`config.mk`:
```
export PLATFORM = sky130hd
export DESIGN_NAME = ysyx_22041211_mem_arbiter_flat
export DESIGN_NICKNAME = d
export VERILOG_FILES = /design/src/rtl/ysyx_22041211_mem_arbiter_pkg.sv /design/src/rtl/ysyx_22041211_mem_arbiter_if.sv /design/src/rtl/ysyx_22041211_mem_arbiter_pick.sv /design/src/rtl/ysyx_22041211_mem_arbiter.sv /design/src/flat_wrapper.sv
export SDC_FILE = /design/constraint.sdc
export NUM_CORES = 1
export LEC_CHECK = 0
export BUFFER_PORTS_ARGS = -buffer_cell sky130_fd_sc_hd__buf_2
export CORE_AREA = 2 2 118 148
export CTS_CLUSTER_DIAMETER = 120
export DETAILED_ROUTE_END_ITERATION = 10
export DIE_AREA = 0 0 120 150
export GPL_ROUTABILITY_DRIVEN = 0
export PLACE_DENSITY = 0.67
export SLEW_MARGIN = 20
export SYNTH_ARGS = -nofsm -noshare
export SYNTH_HDL_FRONTEND = slang
export SYNTH_HIERARCHICAL = 1
export SYNTH_SLANG_ARGS = --single-unit
```
`constraint.sdc`:
```
create_clock -name clk -period 2.9 [get_ports clk]
set_clock_uncertainty 0.05 [all_clocks]
set_input_delay 0.145 -clock clk [delete_from_list [all_inputs] [get_ports clk]]
set_output_delay 0.145 -clock clk [all_outputs]
set_load 0.02 [all_outputs]
```
`src/rtl/ysyx_22041211_mem_arbiter_pkg.sv`:
```
// ----------------------------------------------------------------------------
// ysyx_22041211_arb_pkg
// Shared types and constants for the IFU/LSU memory arbiter.
//   arb_state_e : FSM state encoding (IDLE, ISSUE, WAIT, RESP)
//   GNT_*       : owner encoding, also used as the picker's one-hot result
//                 (bit 0 = IFU, bit 1 = LSU)
//   MASK_FULL   : byte mask applied to every instruction fetch
// ----------------------------------------------------------------------------
package ysyx_22041211_arb_pkg;

    typedef enum logic [1:0] {
        IDLE  = 2'b00,
        ISSUE = 2'b01,
        WAIT  = 2'b10,
        RESP  = 2'b11
    } arb_state_e;

    localparam logic [1:0] GNT_NONE  = 2'b00;
    localparam logic [1:0] GNT_IF    = 2'b01;
    localparam logic [1:0] GNT_LS    = 2'b10;

    localparam logic [3:0] MASK_FULL = 4'b1111;

    // True when a grant/pick value names exactly one requester.
    function automatic logic grant_is_valid(input logic [1:0] gnt);
        return (gnt == GNT_IF) || (gnt == GNT_LS);
    endfunction

endpackage

```
`src/rtl/ysyx_22041211_mem_arbiter_if.sv`:
```
// ----------------------------------------------------------------------------
// ysyx_22041211_mem_arbiter_if
// Bundles the three buses around the arbiter:
//   if_*  : instruction-fetch read request / response
//   ls_*  : load/store request / response
//   mem_* : the single shared memory port
//   grant_o : current owner of the memory port
// Modports:
//   master : the arbiter's view (drives readies, responses and the mem request)
//   slave  : the environment's view (requesters and memory model)
// ----------------------------------------------------------------------------
interface ysyx_22041211_mem_arbiter_if #(
    parameter int DATA_LEN = 32,
    parameter int ADDR_LEN = 32
);
    logic                if_req_valid;
    logic [ADDR_LEN-1:0] if_addr;
    logic                if_req_ready;
    logic                if_rsp_valid;
    logic [DATA_LEN-1:0] if_rsp_data;

    logic                ls_req_valid;
    logic [ADDR_LEN-1:0] ls_addr;
    logic                ls_wen;
    logic [DATA_LEN-1:0] ls_wdata;
    logic [3:0]          ls_wmask;
    logic                ls_req_ready;
    logic                ls_rsp_valid;
    logic [DATA_LEN-1:0] ls_rsp_data;

    logic                mem_req_valid;
    logic [ADDR_LEN-1:0] mem_addr;
    logic                mem_wen;
    logic [DATA_LEN-1:0] mem_wdata;
    logic [3:0]          mem_wmask;
    logic                mem_req_ready;
    logic                mem_rsp_valid;
    logic [DATA_LEN-1:0] mem_rsp_data;

    logic [1:0]          grant_o;

    modport master (
        input  if_req_valid, if_addr,
        output if_req_ready, if_rsp_valid, if_rsp_data,
        input  ls_req_valid, ls_addr, ls_wen, ls_wdata, ls_wmask,
        output ls_req_ready, ls_rsp_valid, ls_rsp_data,
        output mem_req_valid, mem_addr, mem_wen, mem_wdata, mem_wmask,
        input  mem_req_ready, mem_rsp_valid, mem_rsp_data,
        output grant_o
    );

    modport slave (
        output if_req_valid, if_addr,
        input  if_req_ready, if_rsp_valid, if_rsp_data,
        output ls_req_valid, ls_addr, ls_wen, ls_wdata, ls_wmask,
        input  ls_req_ready, ls_rsp_valid, ls_rsp_data,
        input  mem_req_valid, mem_addr, mem_wen, mem_wdata, mem_wmask,
        output mem_req_ready, mem_rsp_valid, mem_rsp_data,
        input  grant_o
    );

endinterface

```
`src/rtl/ysyx_22041211_mem_arbiter_pick.sv`:
```
// ----------------------------------------------------------------------------
// ysyx_22041211_arb_pick
// Combinational winner selection between IFU and LSU.
//   if_req_valid, ls_req_valid : pending requests
//   last_grant                 : previous winner (only meaningful in
//                                round-robin builds)
//   pick_oh                    : one-hot winner, GNT_IF / GNT_LS / GNT_NONE
// Configuration macro: YSYX_22041211_ARB_RR_EN
//   defined   -> round-robin on ties (the requester not granted last wins)
//   undefined -> fixed priority, LSU over IFU (last_grant ignored)
// ----------------------------------------------------------------------------
module ysyx_22041211_arb_pick
    import ysyx_22041211_arb_pkg::*;
(
    input  logic       if_req_valid,
    input  logic       ls_req_valid,
    input  logic [1:0] last_grant,
    output logic [1:0] pick_oh
);

`ifdef YSYX_22041211_ARB_RR_EN
    // Round-robin: a tie alternates away from the previous winner.
    always_comb begin
        pick_oh = GNT_NONE;
        if (if_req_valid && ls_req_valid) begin
            pick_oh = (last_grant == GNT_LS) ? GNT_IF : GNT_LS;
        end else if (ls_req_valid) begin
            pick_oh = GNT_LS;
        end else if (if_req_valid) begin
            pick_oh = GNT_IF;
        end else begin
            pick_oh = GNT_NONE;
        end
    end
`else
    // The load/store belongs to the instruction in flight, so it goes first.
    logic unused_last_grant_s;
    assign unused_last_grant_s = ^last_grant;

    // Fixed priority: LSU beats IFU.
    always_comb begin
        pick_oh = GNT_NONE;
        if (ls_req_valid) begin
            pick_oh = GNT_LS;
        end else if (if_req_valid) begin
            pick_oh = GNT_IF;
        end else begin
            pick_oh = GNT_NONE;
        end
    end
`endif

endmodule

```
`src/rtl/ysyx_22041211_mem_arbiter.sv`:
```
// ----------------------------------------------------------------------------
// ysyx_22041211_mem_arbiter
// Shares one memory port between instruction fetch and load/store with a
// single outstanding transaction: IDLE (accept) -> ISSUE (mem request held
// until mem_req_ready) -> WAIT (capture response) -> RESP (one-cycle pulse).
// Ports:
//   clk : clock, all state changes on the rising edge
//   rst : synchronous active-low reset
//   bus : ysyx_22041211_mem_arbiter_if.master (IFU, LSU, memory, grant_o)
// Configuration macro: YSYX_22041211_ARB_RR_EN adds a last-grant register
// that makes ties round-robin; without it ties go to the LSU.
// ----------------------------------------------------------------------------
module ysyx_22041211_mem_arbiter
    import ysyx_22041211_arb_pkg::*;
#(
    parameter int DATA_LEN = 32,
    parameter int ADDR_LEN = 32
) (
    input  logic                            clk,
    input  logic                            rst,
    ysyx_22041211_mem_arbiter_if.master     bus
);

    arb_state_e          state_r;
    arb_state_e          state_s;

    logic [1:0]          pick_oh_s;
    logic [1:0]          last_grant_s;
    logic [1:0]          grant_r;
    logic                accept_s;

    logic [ADDR_LEN-1:0] addr_r;
    logic                wen_r;
    logic [DATA_LEN-1:0] wdata_r;
    logic [3:0]          wmask_r;
    logic [DATA_LEN-1:0] if_rsp_data_r;
    logic [DATA_LEN-1:0] ls_rsp_data_r;

    logic                if_req_ready_s;
    logic                ls_req_ready_s;
    logic                mem_req_valid_s;
    logic                if_rsp_valid_s;
    logic                ls_rsp_valid_s;

    ysyx_22041211_arb_pick u_pick (
        .if_req_valid (bus.if_req_valid),
        .ls_req_valid (bus.ls_req_valid),
        .last_grant   (last_grant_s),
        .pick_oh      (pick_oh_s)
    );

`ifdef YSYX_22041211_ARB_RR_EN
    logic [1:0] last_grant_r;

    // Remember the most recent winner so the next tie goes the other way.
    always_ff @(posedge clk) begin
        if (!rst) begin
            last_grant_r <= GNT_IF;
        end else if (accept_s) begin
            last_grant_r <= pick_oh_s;
        end else begin
            last_grant_r <= last_grant_r;
        end
    end

    assign last_grant_s = last_grant_r;
`else
    assign last_grant_s = GNT_NONE;
`endif

    // State register.
    always_ff @(posedge clk) begin
        if (!rst) begin
            state_r <= IDLE;
        end else begin
            state_r <= state_s;
        end
    end

    // Next-state logic; a response seen outside WAIT never moves the FSM.
    always_comb begin
        state_s = state_r;
        case (state_r)
            IDLE: begin
                if (grant_is_valid(pick_oh_s)) begin
                    state_s = ISSUE;
                end else begin
                    state_s = IDLE;
                end
            end
            ISSUE: begin
                if (bus.mem_req_ready) begin
                    state_s = WAIT;
                end else begin
                    state_s = ISSUE;
                end
            end
            WAIT: begin
                if (bus.mem_rsp_valid) begin
                    state_s = RESP;
                end else begin
                    state_s = WAIT;
                end
            end
            RESP: begin
                state_s = IDLE;
            end
            default: begin
                state_s = IDLE;
            end
        endcase
    end

    // Output decode; readies are masked while reset is held so nothing
    // looks accepted during reset.
    always_comb begin
        accept_s        = 1'b0;
        if_req_ready_s  = 1'b0;
        ls_req_ready_s  = 1'b0;
        mem_req_valid_s = 1'b0;
        if_rsp_valid_s  = 1'b0;
        ls_rsp_valid_s  = 1'b0;
        case (state_r)
            IDLE: begin
                accept_s       = rst && grant_is_valid(pick_oh_s);
                if_req_ready_s = rst && (pick_oh_s == GNT_IF);
                ls_req_ready_s = rst && (pick_oh_s == GNT_LS);
            end
            ISSUE: begin
                mem_req_valid_s = 1'b1;
            end
            WAIT: begin
                mem_req_valid_s = 1'b0;
            end
            RESP: begin
                if_rsp_valid_s = (grant_r == GNT_IF);
                ls_rsp_valid_s = (grant_r == GNT_LS);
            end
            default: begin
                accept_s = 1'b0;
            end
        endcase
    end

    // Request latch, owner tracking and response capture.
    always_ff @(posedge clk) begin
        if (!rst) begin
            grant_r       <= GNT_NONE;
            addr_r        <= {ADDR_LEN{1'b0}};
            wen_r         <= 1'b0;
            wdata_r       <= {DATA_LEN{1'b0}};
            wmask_r       <= 4'b0000;
            if_rsp_data_r <= {DATA_LEN{1'b0}};
            ls_rsp_data_r <= {DATA_LEN{1'b0}};
        end else begin
            case (state_r)
                IDLE: begin
                    if (pick_oh_s == GNT_LS) begin
                        grant_r <= GNT_LS;
                        addr_r  <= bus.ls_addr;
                        wen_r   <= bus.ls_wen;
                        wdata_r <= bus.ls_wdata;
                        wmask_r <= bus.ls_wmask;
                    end else if (pick_oh_s == GNT_IF) begin
                        // Fetches are always full-word reads.
                        grant_r <= GNT_IF;
                        addr_r  <= bus.if_addr;
                        wen_r   <= 1'b0;
                        wdata_r <= {DATA_LEN{1'b0}};
                        wmask_r <= MASK_FULL;
                    end else begin
                        grant_r <= GNT_NONE;
                    end
                end
                WAIT: begin
                    if (bus.mem_rsp_valid && (grant_r == GNT_LS)) begin
                        ls_rsp_data_r <= bus.mem_rsp_data;
                    end else if (bus.mem_rsp_valid && (grant_r == GNT_IF)) begin
                        if_rsp_data_r <= bus.mem_rsp_data;
                    end else begin
                        ls_rsp_data_r <= ls_rsp_data_r;
                    end
                end
                RESP: begin
                    grant_r <= GNT_NONE;
                end
                default: begin
                    grant_r <= grant_r;
                end
            endcase
        end
    end

    assign bus.if_req_ready  = if_req_ready_s;
    assign bus.ls_req_ready  = ls_req_ready_s;
    assign bus.if_rsp_valid  = if_rsp_valid_s;
    assign bus.ls_rsp_valid  = ls_rsp_valid_s;
    assign bus.if_rsp_data   = if_rsp_data_r;
    assign bus.ls_rsp_data   = ls_rsp_data_r;
    assign bus.mem_req_valid = mem_req_valid_s;
    assign bus.mem_addr      = addr_r;
    assign bus.mem_wen       = wen_r;
    assign bus.mem_wdata     = wdata_r;
    assign bus.mem_wmask     = wmask_r;
    assign bus.grant_o       = grant_r;

endmodule

```
`src/flat_wrapper.sv`:
```
// flat-port wrapper written by rule: the top's interface ports become plain ports
module ysyx_22041211_mem_arbiter_flat import ysyx_22041211_arb_pkg::*;
#(
    parameter int DATA_LEN = 32,
    parameter int ADDR_LEN = 32
)
  (clk, rst, bus_if_req_valid, bus_if_addr, bus_if_req_ready, bus_if_rsp_valid, bus_if_rsp_data, bus_ls_req_valid, bus_ls_addr, bus_ls_wen, bus_ls_wdata, bus_ls_wmask, bus_ls_req_ready, bus_ls_rsp_valid, bus_ls_rsp_data, bus_mem_req_valid, bus_mem_addr, bus_mem_wen, bus_mem_wdata, bus_mem_wmask, bus_mem_req_ready, bus_mem_rsp_valid, bus_mem_rsp_data, bus_grant_o);
  ysyx_22041211_mem_arbiter_if #(.DATA_LEN(DATA_LEN), .ADDR_LEN(ADDR_LEN)) bus_i ();
  input  logic clk;
  input  logic rst;
  input wire logic [$bits(bus_i.if_req_valid)-1:0] bus_if_req_valid;
  input wire logic [$bits(bus_i.if_addr)-1:0] bus_if_addr;
  output wire logic [$bits(bus_i.if_req_ready)-1:0] bus_if_req_ready;
  output wire logic [$bits(bus_i.if_rsp_valid)-1:0] bus_if_rsp_valid;
  output wire logic [$bits(bus_i.if_rsp_data)-1:0] bus_if_rsp_data;
  input wire logic [$bits(bus_i.ls_req_valid)-1:0] bus_ls_req_valid;
  input wire logic [$bits(bus_i.ls_addr)-1:0] bus_ls_addr;
  input wire logic [$bits(bus_i.ls_wen)-1:0] bus_ls_wen;
  input wire logic [$bits(bus_i.ls_wdata)-1:0] bus_ls_wdata;
  input wire logic [$bits(bus_i.ls_wmask)-1:0] bus_ls_wmask;
  output wire logic [$bits(bus_i.ls_req_ready)-1:0] bus_ls_req_ready;
  output wire logic [$bits(bus_i.ls_rsp_valid)-1:0] bus_ls_rsp_valid;
  output wire logic [$bits(bus_i.ls_rsp_data)-1:0] bus_ls_rsp_data;
  output wire logic [$bits(bus_i.mem_req_valid)-1:0] bus_mem_req_valid;
  output wire logic [$bits(bus_i.mem_addr)-1:0] bus_mem_addr;
  output wire logic [$bits(bus_i.mem_wen)-1:0] bus_mem_wen;
  output wire logic [$bits(bus_i.mem_wdata)-1:0] bus_mem_wdata;
  output wire logic [$bits(bus_i.mem_wmask)-1:0] bus_mem_wmask;
  input wire logic [$bits(bus_i.mem_req_ready)-1:0] bus_mem_req_ready;
  input wire logic [$bits(bus_i.mem_rsp_valid)-1:0] bus_mem_rsp_valid;
  input wire logic [$bits(bus_i.mem_rsp_data)-1:0] bus_mem_rsp_data;
  output wire logic [$bits(bus_i.grant_o)-1:0] bus_grant_o;
  assign bus_i.if_req_valid = bus_if_req_valid;
  assign bus_i.if_addr = bus_if_addr;
  assign bus_if_req_ready = bus_i.if_req_ready;
  assign bus_if_rsp_valid = bus_i.if_rsp_valid;
  assign bus_if_rsp_data = bus_i.if_rsp_data;
  assign bus_i.ls_req_valid = bus_ls_req_valid;
  assign bus_i.ls_addr = bus_ls_addr;
  assign bus_i.ls_wen = bus_ls_wen;
  assign bus_i.ls_wdata = bus_ls_wdata;
  assign bus_i.ls_wmask = bus_ls_wmask;
  assign bus_ls_req_ready = bus_i.ls_req_ready;
  assign bus_ls_rsp_valid = bus_i.ls_rsp_valid;
  assign bus_ls_rsp_data = bus_i.ls_rsp_data;
  assign bus_mem_req_valid = bus_i.mem_req_valid;
  assign bus_mem_addr = bus_i.mem_addr;
  assign bus_mem_wen = bus_i.mem_wen;
  assign bus_mem_wdata = bus_i.mem_wdata;
  assign bus_mem_wmask = bus_i.mem_wmask;
  assign bus_i.mem_req_ready = bus_mem_req_ready;
  assign bus_i.mem_rsp_valid = bus_mem_rsp_valid;
  assign bus_i.mem_rsp_data = bus_mem_rsp_data;
  assign bus_grant_o = bus_i.grant_o;
  ysyx_22041211_mem_arbiter #(.DATA_LEN(DATA_LEN), .ADDR_LEN(ADDR_LEN)) u_core (.clk(clk), .rst(rst), .bus(bus_i));
endmodule
```
==> flow_metrics.tcl <==
set metrics [dict create \
    clkTransAtPathRegs_ps 60 \
    min-delay-start "bus_mem_rsp_data[13]" \
    holdBufCountCts 116 \
    power_leakage_nw 4.04 \
    combPwrFrac_pct 15.3 \
    hold_violations 0 \
    clock_sinks 137 \
    drtAntennaViolNets 0 \
    dp_hpwl_mm 10.3 \
    nets 1101 \
    cpMaxStageDelayCell "buf_4" \
    cp-startpoint "u_core/state_r[0]" \
    drive_gt1_share_pct 33.8 \
    critical_path_class "reg2reg" \
    fp-row-count 53 \
    drc 0 \
    powerDensity_nw_per_um2 589 \
    cp-start-kind "register" \
    status "finished, final reports clean" \
    intPower_mw 3.76 \
    yosysWarnings 6 \
    p_sw_mw 1.30 \
    cts_tree "built" \
    cts_root_buf "clkbuf_16" \
    crit_fanout 82 \
    worstPathCellList "inv_1 > ha_1 > nor2b_4 > buf_4 > nand3_1 > a21boi_0" \
    insertion_delay_ps 400 \
    fin_util_pct 51.7 \
    cap_violations 0 \
    max_stage_delay_ps 590 \
    drv_slew 0 \
    die_h_um 150 \
    grt-ovfl-total 0 \
    port_buffers 278 \
    grt_max_degree 83 \
    seqPwrFrac_pct 39.8 \
    synth_area_um2 5380 \
    start_util_pct 32.3 \
    die_area_um2 18000 \
    antenna_found_initial 0 \
    clock_path_buffers 2 \
    switching_share_pct 25.7 \
    cts_buffers 17 \
    syn-num-nets 735 \
    cts_setup_buffers 0 \
    cp_data_arrival_time_ps 2270 \
    htree_levels 4 \
    critPathCaptureType "register" \
    wl_mm 16.7 \
    period_minus_slack_ps 2000 \
    max_freq_mhz 501 \
    post-route-period-util_pct 68.9 \
    cts_resized 0 \
    cp_top_family "buffers and inverters" \
    syn_avg_cell_area_um2 9.14 \
    hold_class "in2reg" \
    grt_pass1_wl_mm 25.6 \
    syn_to_final_growth_pct 59.8 \
    wl_per_cell_um 14.1 \
    drt-vias-per-instance 4.68 \
    irDropWorstVdd_mv 0.309 \
    die_width_um 120 \
    num_io_pins 279 \
    dr.pass1.iters 4 \
    setup_tns_ps 0 \
    required_ps 3170 \
    path_buf_inv 2 \
    antennaDiodeCount 0 \
    grt_pass1_vias 5408 \
    syn_inst 589 \
    core-area_um2 16600 \
    slew_headroom_pct 46.6 \
    finalSetupViolCount 0 \
    worst_pin_slew_ps 800 \
    drt_iter0_drc 310 \
    rr_startpoint "u_core/state_r[0]" \
    track_usage_pct 17.8 \
    rsz0062_at_grt "false" \
    clkPwrFrac_pct 44.9 \
    num_vias 5558 \
]
cell usage in the layout (no fill, tap or decap):
cell type and n:
inv_6 3, nor2b_1 2, nand2b_1 2, nand4b_4 2
dlygate4sd3_1 116, and3b_1 2, buf_4 9, and2_1 1
buf_2 277, nand2_1 66, inv_1 4, nand3_1 98
o21ai_1 5, clkinv_4 1, a21oi_1 35, a21boi_0 31
clkinvlp_4 3, o21a_1 1, mux2i_1 32, a21boi_1 2
ha_1 6, and3_1 2, ha_4 1, dfxtp_1 137
o211a_1 4, nor2b_4 2, nand3b_1 4, o21ai_0 89
nor3b_1 2, buf_12 1, bufinv_16 4, clkbuf_16 17
o21ai_2 3, clkinv_2 4
through the flow:
| stage | setup slack, ps | std cells | hold WS (ps) | total power, mW | cell area (um^2) |
|---|---|---|---|---|---|
| finish | 903 | 1188 | 14.9 | 5.06 | 8600 |
| global route | 657 | 1188 | 9.62 | 5.28 | 8600 |
| CTS | 897 | 1188 | 1.10 | 5.11 | 8600 |
| detailed placement | 899 | 1040 | 369 | 2.68 | 6810 |
| global placement | 981 | 1040 | 365 | 2.68 | 6810 |
| floorplan | 1390 | 589 | 244 | 2.47 | 5380 |
power by group through the flow:
stage | Clock, mW | Combinational (mW) | Sequential [mW]
final | 2.27 | 0.777 | 2.01
after global routing | 2.41 | 0.840 | 2.02
after CTS | 2.33 | 0.767 | 2.01
after detailed placement | 0 | 0.632 | 2.05
after global placement | 0 | 0.626 | 2.05
after floorplan | 0 | 0.307 | 2.16
worst register-to-register path, cell delays in order, from the launching register on:
cell      delay (ps)
dfxtp_1          340
inv_1             90
ha_1             250
nor2b_4          180
buf_4            590
nand3_1          170
a21boi_0         250
path summary, 6_finish.rpt:
| check | slack (ps) | to | depth (start not counted) |
|---|---|---|---|
| max reg2reg | 900 | u_core/bus.mem_wdata[30] | 6 |
| max | 900 | u_core/bus.mem_wdata[30] | 6 |
| min reg2reg | 400 | u_core/bus.mem_wdata[6] | 2 |
| min | 10 | u_core/bus.if_rsp_data[13] | 3 |
area by class of cell:
| class | count | area, um^2 |
|---|---|---|
| well taps | 220 | 275 |
| multi-input cells | 392 | 2310 |
| fillers | 1535 | 8050 |
| flip-flops and latches | 137 | 2740 |
| clock inverters | 15 | 198 |
| clock buffers | 17 | 425 |
| repair buffers | 403 | 2640 |
| inverters | 4 | 15.0 |
metal layers:
layer,up-vias,part of all wire [%],GRT usage (%)
met1,2523,40,19.5
met4,0,2.8,7.82
met2,205,51,31.3
met3,38,6.8,5.83
met5,-,0,0
li1,2792,-,-
state kept, by name, indices dropped and copies added (netlist names), named ones only:
register / cells
u_core/bus.mem_addr: 32
u_core/bus.if_rsp_data: 32
u_core/bus.ls_rsp_data: 32
u_core/bus.mem_wen: 1
u_core/bus.grant_o: 2
u_core/state_r: 1
u_core/bus.mem_wdata: 32
u_core/bus.mem_wmask: 4
(Power assumes the default switching activity.)
